$ cat src/rtl/gate_arb_defs.vh
// Shared opcode and FSM state encodings for the gate unit arbiter.
localparam logic [2:0] OP_AND  = 3'd0;
localparam logic [2:0] OP_OR   = 3'd1;
localparam logic [2:0] OP_XOR  = 3'd2;
localparam logic [2:0] OP_NAND = 3'd3;
localparam logic [2:0] OP_NOR  = 3'd4;
localparam logic [2:0] OP_XNOR = 3'd5;
localparam logic [2:0] OP_NOT  = 3'd6;
localparam logic [2:0] OP_BUF  = 3'd7;
localparam logic [0:0] S_IDLE = 1'b0;
localparam logic [0:0] S_HOLD = 1'b1;

$ cat src/rtl/gate_unit_arbiter_pkg.sv
// Shared widths and helpers for the gate unit arbiter.
package gate_unit_arbiter_pkg;

  localparam int unsigned OP_W = 3;
  localparam int unsigned ID_W = 3;

`include "gate_arb_defs.vh"

  // Round-robin successor of idx among n requesters.
  function automatic logic [ID_W-1:0] wrap_inc(input logic [ID_W-1:0] idx, input int unsigned n);
    logic [31:0] nxt;
    nxt = 32'(idx) + 32'd1;
    return (nxt >= n) ? '0 : ID_W'(nxt);
  endfunction

endpackage

$ cat src/rtl/gate_alu.sv
// Shared combinational bitwise gate unit built from gate primitives.
module gate_alu
  import gate_unit_arbiter_pkg::*;
#(
  parameter int unsigned W = 8
) (
  input  logic [OP_W-1:0] op,
  input  logic [W-1:0]    a,
  input  logic [W-1:0]    b,
  output logic [W-1:0]    y
);

  logic [W-1:0] and_y, or_y, xor_y, nand_y, nor_y, xnor_y, not_a;

  for (genvar i = 0; i < W; i++) begin : g_bit
    and u_and  (and_y[i], a[i], b[i]);
    or  u_or   (or_y[i], a[i], b[i]);
    xor u_xor  (xor_y[i], a[i], b[i]);
    not u_nand (nand_y[i], and_y[i]);
    not u_nor  (nor_y[i], or_y[i]);
    not u_xnor (xnor_y[i], xor_y[i]);
    not u_nota (not_a[i], a[i]);
  end

  always_comb begin
    y = '0;
    case (op)
      OP_AND:  y = and_y;
      OP_OR:   y = or_y;
      OP_XOR:  y = xor_y;
      OP_NAND: y = nand_y;
      OP_NOR:  y = nor_y;
      OP_XNOR: y = xnor_y;
      OP_NOT:  y = not_a;
      OP_BUF:  y = a;
      default: y = '0;
    endcase
  end

endmodule

$ cat src/rtl/gate_unit_arbiter.sv
// Round-robin arbiter sharing one gate unit among NREQ requesters, 1-deep output register.
// Optional per-requester saturating grant counters under GATE_ARB_STATS_EN.
module gate_unit_arbiter
  import gate_unit_arbiter_pkg::*;
#(
  parameter int unsigned NREQ = 4,
  parameter int unsigned W    = 8
) (
  input  logic                 clk,
  input  logic                 rst_n,
  input  logic [NREQ-1:0]      req_valid,
  output logic [NREQ-1:0]      req_ready,
  input  logic [OP_W*NREQ-1:0] req_op,
  input  logic [W*NREQ-1:0]    req_a,
  input  logic [W*NREQ-1:0]    req_b,
  output logic                 rsp_valid,
  input  logic                 rsp_ready,
  output logic [W-1:0]         rsp_data,
  output logic [ID_W-1:0]      rsp_id
`ifdef GATE_ARB_STATS_EN
  ,
  output logic [16*NREQ-1:0]   stat_grants
`endif
);

  logic [0:0]      state, state_nxt;
  logic [ID_W-1:0] ptr;
  logic            can_grant, grant;
  logic            hi_any, lo_any, gnt_any;
  logic [ID_W-1:0] hi_idx, lo_idx, gnt_idx;
  logic [OP_W-1:0] sel_op;
  logic [W-1:0]    sel_a, sel_b, alu_y;

  assign can_grant = (state == S_IDLE) || rsp_ready;
  assign grant     = can_grant && gnt_any;
  assign rsp_valid = (state == S_HOLD);

  // Round-robin: first pending index at or above ptr, else first one below ptr.
  always_comb begin : rr_search
    hi_any = 1'b0;
    lo_any = 1'b0;
    hi_idx = '0;
    lo_idx = '0;
    for (int unsigned i = 0; i < NREQ; i++) begin
      if (req_valid[i] && (ID_W'(i) >= ptr) && !hi_any) begin
        hi_any = 1'b1;
        hi_idx = ID_W'(i);
      end
      if (req_valid[i] && (ID_W'(i) < ptr) && !lo_any) begin
        lo_any = 1'b1;
        lo_idx = ID_W'(i);
      end
    end
    gnt_any = hi_any || lo_any;
    gnt_idx = hi_any ? hi_idx : lo_idx;
  end

  always_comb begin : operand_mux
    sel_op = '0;
    sel_a  = '0;
    sel_b  = '0;
    for (int unsigned i = 0; i < NREQ; i++) begin
      if (gnt_idx == ID_W'(i)) begin
        sel_op = req_op[i*OP_W +: OP_W];
        sel_a  = req_a[i*W +: W];
        sel_b  = req_b[i*W +: W];
      end
    end
  end

  // Acceptance is same-cycle, so req_ready is decoded combinationally from the grant.
  always_comb begin : ready_decode
    req_ready = '0;
    for (int unsigned i = 0; i < NREQ; i++) begin
      if (rst_n && grant && (gnt_idx == ID_W'(i))) req_ready[i] = 1'b1;
    end
  end

  gate_alu #(.W(W)) u_alu (
    .op (sel_op),
    .a  (sel_a),
    .b  (sel_b),
    .y  (alu_y)
  );

  always_ff @(posedge clk or negedge rst_n) begin
    if (!rst_n) state <= S_IDLE;
    else        state <= state_nxt;
  end

  always_comb begin : fsm_next
    state_nxt = state;
    case (state)
      S_IDLE:  if (gnt_any) state_nxt = S_HOLD;
      S_HOLD:  if (rsp_ready && !gnt_any) state_nxt = S_IDLE;
      default: state_nxt = S_IDLE;
    endcase
  end

  always_ff @(posedge clk or negedge rst_n) begin
    if (!rst_n) begin
      rsp_data <= '0;
      rsp_id   <= '0;
      ptr      <= '0;
    end else if (grant) begin
      rsp_data <= alu_y;
      rsp_id   <= gnt_idx;
      ptr      <= wrap_inc(gnt_idx, NREQ);
    end
  end

`ifdef GATE_ARB_STATS_EN
  localparam int unsigned CNT_W = 16;
  logic [CNT_W-1:0] cnt [NREQ];

  // Saturating per-requester grant counters.
  always_ff @(posedge clk or negedge rst_n) begin
    if (!rst_n) begin
      for (int unsigned i = 0; i < NREQ; i++) cnt[i] <= '0;
    end else begin
      for (int unsigned i = 0; i < NREQ; i++) begin
        if (grant && (gnt_idx == ID_W'(i)) && (cnt[i] != '1)) cnt[i] <= cnt[i] + 1'b1;
      end
    end
  end

  always_comb begin
    stat_grants = '0;
    for (int unsigned i = 0; i < NREQ; i++) stat_grants[i*CNT_W +: CNT_W] = cnt[i];
  end
`endif

endmodule

$ cat config.mk
export PLATFORM = sky130hd
export DESIGN_NAME = gate_unit_arbiter
export DESIGN_NICKNAME = d
export VERILOG_FILES = /design/src/rtl/gate_unit_arbiter_pkg.sv /design/src/rtl/gate_alu.sv /design/src/rtl/gate_unit_arbiter.sv
export VERILOG_INCLUDE_DIRS = /design/src /design/src/rtl
export SDC_FILE = /design/constraint.sdc
export NUM_CORES = 1
export LEC_CHECK = 0
export CORE_MARGIN = 2
export CORE_UTILIZATION = 35
export CTS_CLUSTER_DIAMETER = 120
export CTS_CLUSTER_SIZE = 20
export DETAILED_ROUTE_END_ITERATION = 8
export PLACE_DENSITY = 0.67
export REMOVE_ABC_BUFFERS = 1
export SKIP_CTS_REPAIR_TIMING = 1
export SLEW_MARGIN = 20
export SYNTH_ARGS = -nofsm -noshare
export SYNTH_HDL_FRONTEND = slang
export SYNTH_SLANG_ARGS = --single-unit
export TNS_END_PERCENT = 1
$ cat constraint.sdc
create_clock -name clk -period 9.5 [get_ports clk]
set_input_delay 1.425 -clock clk [delete_from_list [all_inputs] [get_ports clk]]
set_output_delay 1.425 -clock clk [all_outputs]
set_load 0.02 [all_outputs]
* Word-level counts from Yosys, hierarchy flattened
Index checks and enable logic that the tools add are counted.
** Storage, ports and cells
- Output and inout bits :: 16
- Memory bits (read-only) :: 0
- Register bits after elaboration :: 15
- Input port bits :: 83
- Latch bits :: 0
- Logic and storage cells :: 149
- Memory bits (writable) :: 0
- Memories :: 0
** Operators by class
- Shift-type cells :: 0
- $add $sub $neg :: 1
- $mul :: 0
- Div/mod/pow operators :: 0
- Multiplexer cells :: 36
- Equality and inequality tests :: 10
- Bitwise operators :: 57
- $lt $le $gt $ge :: 9
- Reductions and logical operators :: 32
** Operator list (number)
- $mux 8 :: 8
- $pmux 8 s8 :: 1
- $not 1->1 :: 33
- $mux 3 :: 9
- $logic_and 1x1->1 :: 21
- $mux 1 :: 16
- $eq 3x2->1 const B :: 4
- $eq 3x3->1 const B :: 4
- $and 1x1->1 :: 8
- $or 1x1->1 :: 8
- $xor 1x1->1 :: 8
- $logic_not 1->1 :: 7
- $eq 3x1->1 const B :: 2
- $ge 1x3->1 const A :: 2
- $ge 2x3->1 const A :: 2
- $logic_not 3->1 :: 2
- $lt 1x3->1 const A :: 2
- $lt 2x3->1 const A :: 2
- $add 3x1->4 const B :: 1
- $ge 4x3->1 const B :: 1
- $logic_or 1x1->1 :: 2
- $mux 2 :: 1
- $pmux 1 s2 :: 1

* Longest topological paths before layout
Gate-level depths: netlist of run 1.
- Depth in word-level cells :: 21
- Gate-level depth with buffers :: 20

* Cells and area by module
A second synthesis of run 1 with hierarchy kept.
** Unflattened totals
- Cell total of the unflattened synthesis :: 275
- Area, all modules :: 2292.2 µm²
** By module, submodules not included
- gate_unit_arbiter :: cells each 154, sequential area each 350.3 µm², instances 1, area an instance 1338.8 µm²
- gate_alu :: cells each 121, sequential area each 0.0 µm², instances 1, area an instance 953.4 µm²

* Worst setup path before layout of run 1
No wires, ideal clock.
- Path kind :: input-to-output
- From :: input port req_valid[0]
- To :: output port req_ready[1]
- Stages on the path :: 10
- Arrival :: 3.271 ns
- Slack :: 4.804 ns
- Path buffers :: 3
- Path through :: nor2b_1 o21bai_1 a21oi_1 o21bai_1 inv_1 ha_1 buf_2 clkbuf_1 clkbuf_1 and3_1
** RTL lines
- start: declaration :: line gate_unit_arbiter.sv:11 : input logic [NREQ-1:0] req_valid,
- $logic_and 1x1->1, on equally long branches :: line gate_unit_arbiter.sv:49, gate_unit_arbiter.sv:45
- $mux 1, on equally long branches :: line gate_unit_arbiter.sv:49, gate_unit_arbiter.sv:45
- $logic_not 1->1, on equally long branches :: line gate_unit_arbiter.sv:49, gate_unit_arbiter.sv:45
- $logic_and 1x1->1, on equally long branches :: line gate_unit_arbiter.sv:49, gate_unit_arbiter.sv:45
- $mux 1, on equally long branches :: line gate_unit_arbiter.sv:49, gate_unit_arbiter.sv:45
- $logic_not 1->1, on equally long branches :: line gate_unit_arbiter.sv:49, gate_unit_arbiter.sv:45
- $logic_and 1x1->1, on equally long branches :: line gate_unit_arbiter.sv:49, gate_unit_arbiter.sv:45
- $mux 1, on equally long branches :: line gate_unit_arbiter.sv:49, gate_unit_arbiter.sv:45
- $logic_not 1->1, on equally long branches :: line gate_unit_arbiter.sv:49, gate_unit_arbiter.sv:45
- $logic_and 1x1->1, on equally long branches :: line gate_unit_arbiter.sv:49, gate_unit_arbiter.sv:45
- $mux 3, or another cell as far along :: line gate_unit_arbiter.sv:49 : if (req_valid[i] && (ID_W'(i) < ptr) && !lo_any) begin
- $mux 3 * :: line gate_unit_arbiter.sv:55 : gnt_idx = hi_any ? hi_idx : lo_idx;
- named net gnt_idx[0] :: line gate_unit_arbiter.sv:30 : logic [ID_W-1:0] hi_idx, lo_idx, gnt_idx;
- $eq 3x1->1 * :: line gate_unit_arbiter.sv:75 : if (rst_n && grant && (gnt_idx == ID_W'(i))) req_ready[i] = 1'b1;
- $logic_and 1x1->1 * :: line gate_unit_arbiter.sv:75
- $mux 1 * :: line gate_unit_arbiter.sv:75
- end: declaration :: line gate_unit_arbiter.sv:12 : output logic [NREQ-1:0] req_ready,
Mark *: on every way through the listed nets, which the timed path passes. The rest lies on a longest branch.

* Worst setup path in the final report of run 1
Same ends and word-level chain as after synthesis.

==> results_dict.tcl, run 1 <==
set metrics [dict create \
    io_buffers 97 \
    worstMarginPinSlew_ns 0.920 \
    worstReg2RegEnd "rsp_data[3]$_DFFE_PN0P_" \
    p_clk_share_pct 4.6 \
    clk_latency_ns 0.26 \
    num_vias 2852 \
    dp.final_hpwl_um 5840 \
    final.min_clock_period_ns 5.80 \
    hp-class "flop to flop" \
    min_path_cells 2 \
    finish.instance_area_sq_um 3540 \
    finalClockSkew_ns 0.00990 \
    syn-cell-area_sq_um 2450 \
    crit_type "input pin to output port" \
    syn_avg_cell_area_sq_um 7.64 \
    power.internal_w 0.000650 \
    path_clk_slew_ns 0.06 \
    swShare_pct 52.0 \
    fin_crit_sh_pct 61.0 \
    drc 0 \
    htreeDepth 1 \
    async_flop_share_pct 100 \
    rows 30 \
    crit_required_ns 8.08 \
    synth-seq-cells 14 \
    max_slew_margin_pct 38.7 \
    place_congestion 0.865 \
    grt_overflow 0 \
    ys_seq_area_share_pct 14.3 \
    synthDistinctLibCells 50 \
    min_from "rsp_valid$_DFF_PN0_" \
    reg2regPathDepth 13 \
    endpoint_kind "output port" \
    rsz0062_at_grt "no" \
    status "finished clean" \
    yosys_warnings 0 \
    cts_sinks 14 \
    finalSetupViolations 0 \
    placedCellCount 490 \
    drt-total-wl_um 8070 \
    fin_util_pct 52.1 \
    detail-route-antenna-nets 0 \
    first_global_vias 2772 \
    finalPower_w 0.00135 \
    power.switching_w 0.000703 \
    dr.pass1.iters 4 \
    finalNonFillerCells 494 \
    setup_tns_ns 0 \
    fillCellCount 668 \
    p_leak_nw 1.44 \
    cp_data_arrival_time_ns 4.37 \
    nNetsFinal 502 \
    worst_setup_path_start_kind "input pin" \
    synth.top_cell.area_share_pct 14.3 \
    pwr-share-seq_pct 8.3 \
    mostFrequentLayoutCell "clkdlybuf4s50_1" \
    combPwrFrac_pct 87.1 \
    die_width_um 87.7 \
    layout-drive-gt1-share_pct 7.79 \
    synthTopCellsByArea "dfrtp_1 (14%), ha_1 (10%), mux2i_1 (6.5%)" \
    dpl-instance-area_sq_um 3480 \
    clockBufferDepth 2 \
    finalHoldViolCount 0 \
    grtUsageTotal_pct 21.2 \
    ios 99 \
    cts_tree "built" \
    rr_startpoint "ptr[1]$_DFFE_PN0P_" \
    area_delta_synth_final_pct 44.2 \
    drt_iter0_markers 191 \
    synthFlopType "dfrtp_1" \
    core_sq_um 6790 \
    cellPowerDensity_nw_per_um2 383 \
    die_y_um 87.7 \
    max_freq_ghz 0.172 \
    routed_via_density 5.77 \
    cts_root_buffer "clkbuf_8" \
    num_antenna_cells 0 \
    ir_drop_mv 0.172 \
    layout_common_cells "clkdlybuf4s50_1 (97), a21oi_1 (31), ha_1 (20), mux2i_1 (16), inv_1 (15)" \
    grt_pass1_wl_um 13200 \
    initial_core_util_pct 36.1 \
    hold-path-endpoint "rsp_valid$_DFF_PN0_" \
    max_cap_viol_count 0 \
    r2r_setup_slack_ns 5.43 \
    grt_start_max_net_pins 36 \
    post_synth_inst_count 321 \
    cts_made_buffers 3 \
    synth_top_cell_by_area "dfrtp_1" \
    die-area_sq_um 7700 \
    wl_per_cell_um 16.3 \
    final-max-slew-violation-count 0 \
    antenna_found_initial 0 \
    synth_edf_count 0 \
    crit_path_max_fanout 18 \
]
## cell type report
class,count,area [sq um],share of cell area [%]
Multi-Input combinational cell,260,1930,54.4
Sequential cell,14,350,9.90
Tap cell,96,120,3.39
Timing Repair Buffer,105,1030,29.1
Clock buffer,4,55.1,1.56
Inverter,15,56.3,1.59
## kinds of logic after synthesis
logic type	count (synthesis)	share of synthesized area, %
DFF	14	14.3
and+or+nand+nor	108	26.3
muxes	20	8.36
AOI/OAI and AO/OA	111	32.9
other	1	0.153
buffers and inverters	47	7.75
adders and majority gates	20	10.2
## metrics by stage
| step | hold WS [ns] | setup WS (ns) |
|---|---|---|
| 6_report | 0.519 | 3.70 |
| 5_1_grt | 0.544 | 3.47 |
| 4_1_cts | 0.522 | 3.70 |
| 3_5_place_dp | 0.506 | 3.71 |
| 3_3_place_gp | 0.495 | 3.80 |
| 2_1_floorplan | 0.595 | 4.44 |
## sequential cells by signal, indices dropped and copies added (netlist names)
signal,count
rsp_valid,1
rsp_data,8
ptr,3
rsp_id,2
## power groups by stage
stage	logic [W]	clock network, W	registers, W
finish	0.00118	0.0000625	0.000113
global route	0.00130	0.0000665	0.000118
CTS	0.00117	0.0000628	0.000113
detailed placement	0.00116	0	0.000113
global placement	0.00114	0	0.000113
floorplan	0.000805	0	0.000136
## synth_stat cells, drive strengths merged (9+ instances only)
cell type and instances:
a21oi 31, buf 12, clkbuf 20, dfrtp 14, ha 20, inv 15
mux2i 16, nand2 12, nand3b 9, nor2 12, nor2b 11, nor3 11
o21ai 10
## layer usage
metal | vias to the layer above | track usage, % | part of all wire, %
met3 | 11 | 2.83 | 6.4
met4 | 0 | 5.59 | 1.5
met5 | - | 0 | 0
li1 | 1385 | - | -
met2 | 105 | 36.2 | 47
met1 | 1351 | 28.2 | 45
## critical path, stage by stage
cell             delay, ns
clkdlybuf4s50_1       0.58
nor2b_1               0.22
o21bai_1              0.08
a21oi_1               0.13
o21bai_1              0.17
inv_1                 0.12
ha_1                  0.55
buf_4                 0.32
and3_1                0.17
clkdlybuf4s50_1       0.60
## how the worst max path moves through the flow
stage / start / endpoint / cells after the start
6_report: req_valid[0] / req_ready[1] / 10
5_1_grt: req_valid[0] / req_ready[1] / 10
4_1_cts: req_valid[0] / req_ready[1] / 10
3_5_place_dp: req_valid[0] / req_ready[1] / 10
3_3_place_gp: req_valid[0] / req_ready[1] / 10
2_1_floorplan: req_valid[0] / rsp_data[5]$_DFFE_PN0P_ / 11
Power figures use the tool's default switching activity.
==> run 2, diff against run 1 <==
--- a/config.mk
+++ b/config.mk
@@ -11,7 +11,7 @@
 export CTS_CLUSTER_DIAMETER = 120
 export CTS_CLUSTER_SIZE = 20
 export DETAILED_ROUTE_END_ITERATION = 8
-export PLACE_DENSITY = 0.67
+export PLACE_DENSITY = 0.7
 export REMOVE_ABC_BUFFERS = 1
 export SKIP_CTS_REPAIR_TIMING = 1
 export SLEW_MARGIN = 20
==> constraint.sdc (replaced) <==
create_clock -name clk -period 5.2 [get_ports clk]
set_input_delay 0.78 -clock clk [delete_from_list [all_inputs] [get_ports clk]]
set_output_delay 0.78 -clock clk [all_outputs]
set_load 0.02 [all_outputs]
==> results_dict.tcl, run 2 (synthesized netlist as in run 1, its figures left out) <==
set metrics [dict create \
    first_global_vias 2666 \
    status "finished clean" \
    cp_data_arrival_time_ns 4.74 \
    finalPower_w 0.00252 \
    cts_sinks 14 \
    dr.pass1.iters 4 \
    mostFrequentLayoutCell "clkdlybuf4s50_1" \
    cellPowerDensity_nw_per_um2 700 \
    combPwrFrac_pct 87.3 \
    die_y_um 87.7 \
    finalSetupViolations 0 \
    path_clk_slew_ns 0.07 \
    cts_made_buffers 3 \
    r2r_setup_slack_ns 1.24 \
    ir_drop_mv 0.289 \
    drt_iter0_markers 211 \
    crit_type "input pin to flop" \
    regMostFlops "rsp_data" \
    die_width_um 87.7 \
    wl_per_cell_um 16.3 \
    cts_root_buffer "clkbuf_8" \
    grt_start_max_net_pins 21 \
    finalNonFillerCells 501 \
    finalClockSkew_ns 0.00539 \
    crit_path_max_fanout 17 \
    drc 0 \
    endpoint_kind "flop" \
    antenna_found_initial 0 \
    cts_tree "built" \
    crit_required_ns 5.34 \
    reg_top3 "rsp_data: 8 flops, ptr: 3 flops, rsp_id: 2 flops" \
    clockBufferDepth 2 \
    rows 30 \
    power.internal_w 0.00122 \
    routed_via_density 5.79 \
    detail-route-antenna-nets 0 \
    dp.final_hpwl_um 6200 \
    final.min_clock_period_ns 4.61 \
    placedCellCount 497 \
    swShare_pct 51.4 \
    rsz0062_at_grt "no" \
    layout-drive-gt1-share_pct 9.38 \
    fillCellCount 674 \
    fin_crit_sh_pct 88.6 \
    setup_tns_ns 0 \
    layout_common_cells "clkdlybuf4s50_1 (97), a21oi_1 (31), ha_1 (20), mux2i_1 (16)" \
    max_slew_margin_pct 51.7 \
    io_buffers 97 \
    area_delta_synth_final_pct 46.4 \
    max_freq_ghz 0.217 \
    fin_util_pct 52.9 \
    worst_setup_path_start_kind "input pin" \
    clk_latency_ns 0.25 \
    worstMarginPinSlew_ns 0.725 \
    p_leak_nw 1.48 \
    grtUsageTotal_pct 20.9 \
    htreeDepth 1 \
    core_sq_um 6790 \
    final-max-slew-violation-count 0 \
    hp-class "flop to flop" \
    nNetsFinal 509 \
    finalWorstSetupSlack_ns 0.594 \
    drt-total-wl_um 8180 \
    grt_pass1_wl_um 12900 \
    die-area_sq_um 7700 \
    place_congestion 0.959 \
    num_antenna_cells 0 \
    preCtsSetupSlack_ns 0.404 \
    p_clk_share_pct 4.6 \
    finalHoldViolCount 0 \
    grt_overflow 0 \
    largest_register_ffs 8 \
    max_cap_viol_count 0 \
    initial_core_util_pct 36.1 \
    ios 99 \
    power.switching_w 0.00129 \
    num_vias 2899 \
    pwr-share-seq_pct 8.2 \
]
-- run 2: changes by cell type in the layout (fill, tap and decap cells not counted), sizes merged --
cell  before  now
buf        8   15
-- run 2: metrics by stage --
stage	hold WS, ns	cell area (sq um)
6_report	0.514	3590
5_1_grt	0.533	3590
4_1_cts	0.519	3590
3_5_place_dp	0.502	3540
3_3_place_gp	0.498	3540
2_1_floorplan	0.484	2320
-- run 2: metal layers --
metal  vias up  routed length [um]  global-route usage, %
li1       1406                   -                      -
met1      1352                3650                   28.9
met2       135                3870                   35.3
met3         6                 593                   1.79
met4         0                  62                   4.76
met5         -                   0                      0
-- run 2: worst paths after layout --
check | startpoint | to | cells past startpoint
worst max-delay path | req_valid[0] | rsp_data[4]$_DFFE_PN0P_ | 14
worst min-delay path | rsp_valid$_DFF_PN0_ | rsp_valid$_DFF_PN0_ | 2
worst max register to register | ptr[0]$_DFFE_PN0P_ | rsp_data[4]$_DFFE_PN0P_ | 13
max in group asynchronous | rst_n | rsp_id[0]$_DFFE_PN0P_ | 2
min in group asynchronous | rst_n | ptr[1]$_DFFE_PN0P_ | 1
worst min register to register | rsp_valid$_DFF_PN0_ | rsp_valid$_DFF_PN0_ | 2
-- run 2: worst max-delay path: stages --
cell and delay [ns]:
clkdlybuf4s50_1 0.51, nor2b_1 0.19, o21bai_1 0.14, a21oi_1 0.08, o21bai_1 0.33, inv_1 0.13
ha_1 0.42, nand2b_1 0.45, o221ai_1 0.51, inv_1 0.09, ha_1 0.22, or4_1 0.51
mux2_2 0.27, o31a_1 0.10
-- run 2: area by class of cell --
class                   count  area, sq um  share of cell area (%)
well taps                  96          120                    3.34
flip-flops and latches     14          350                    9.76
repair buffers            112         1080                    30.2
multi-input cells         260         1930                    53.6
inverters                  15         56.3                    1.57
clock buffers               4         55.1                    1.53
-- run 2: power groups by stage --
stage	registers, W	clock network [W]	logic, W
floorplan	0.000249	0	0.00147
global placement	0.000207	0	0.00212
detailed placement	0.000207	0	0.00216
CTS	0.000206	0.000115	0.00217
global route	0.000211	0.000122	0.00242
finish	0.000206	0.000115	0.00219
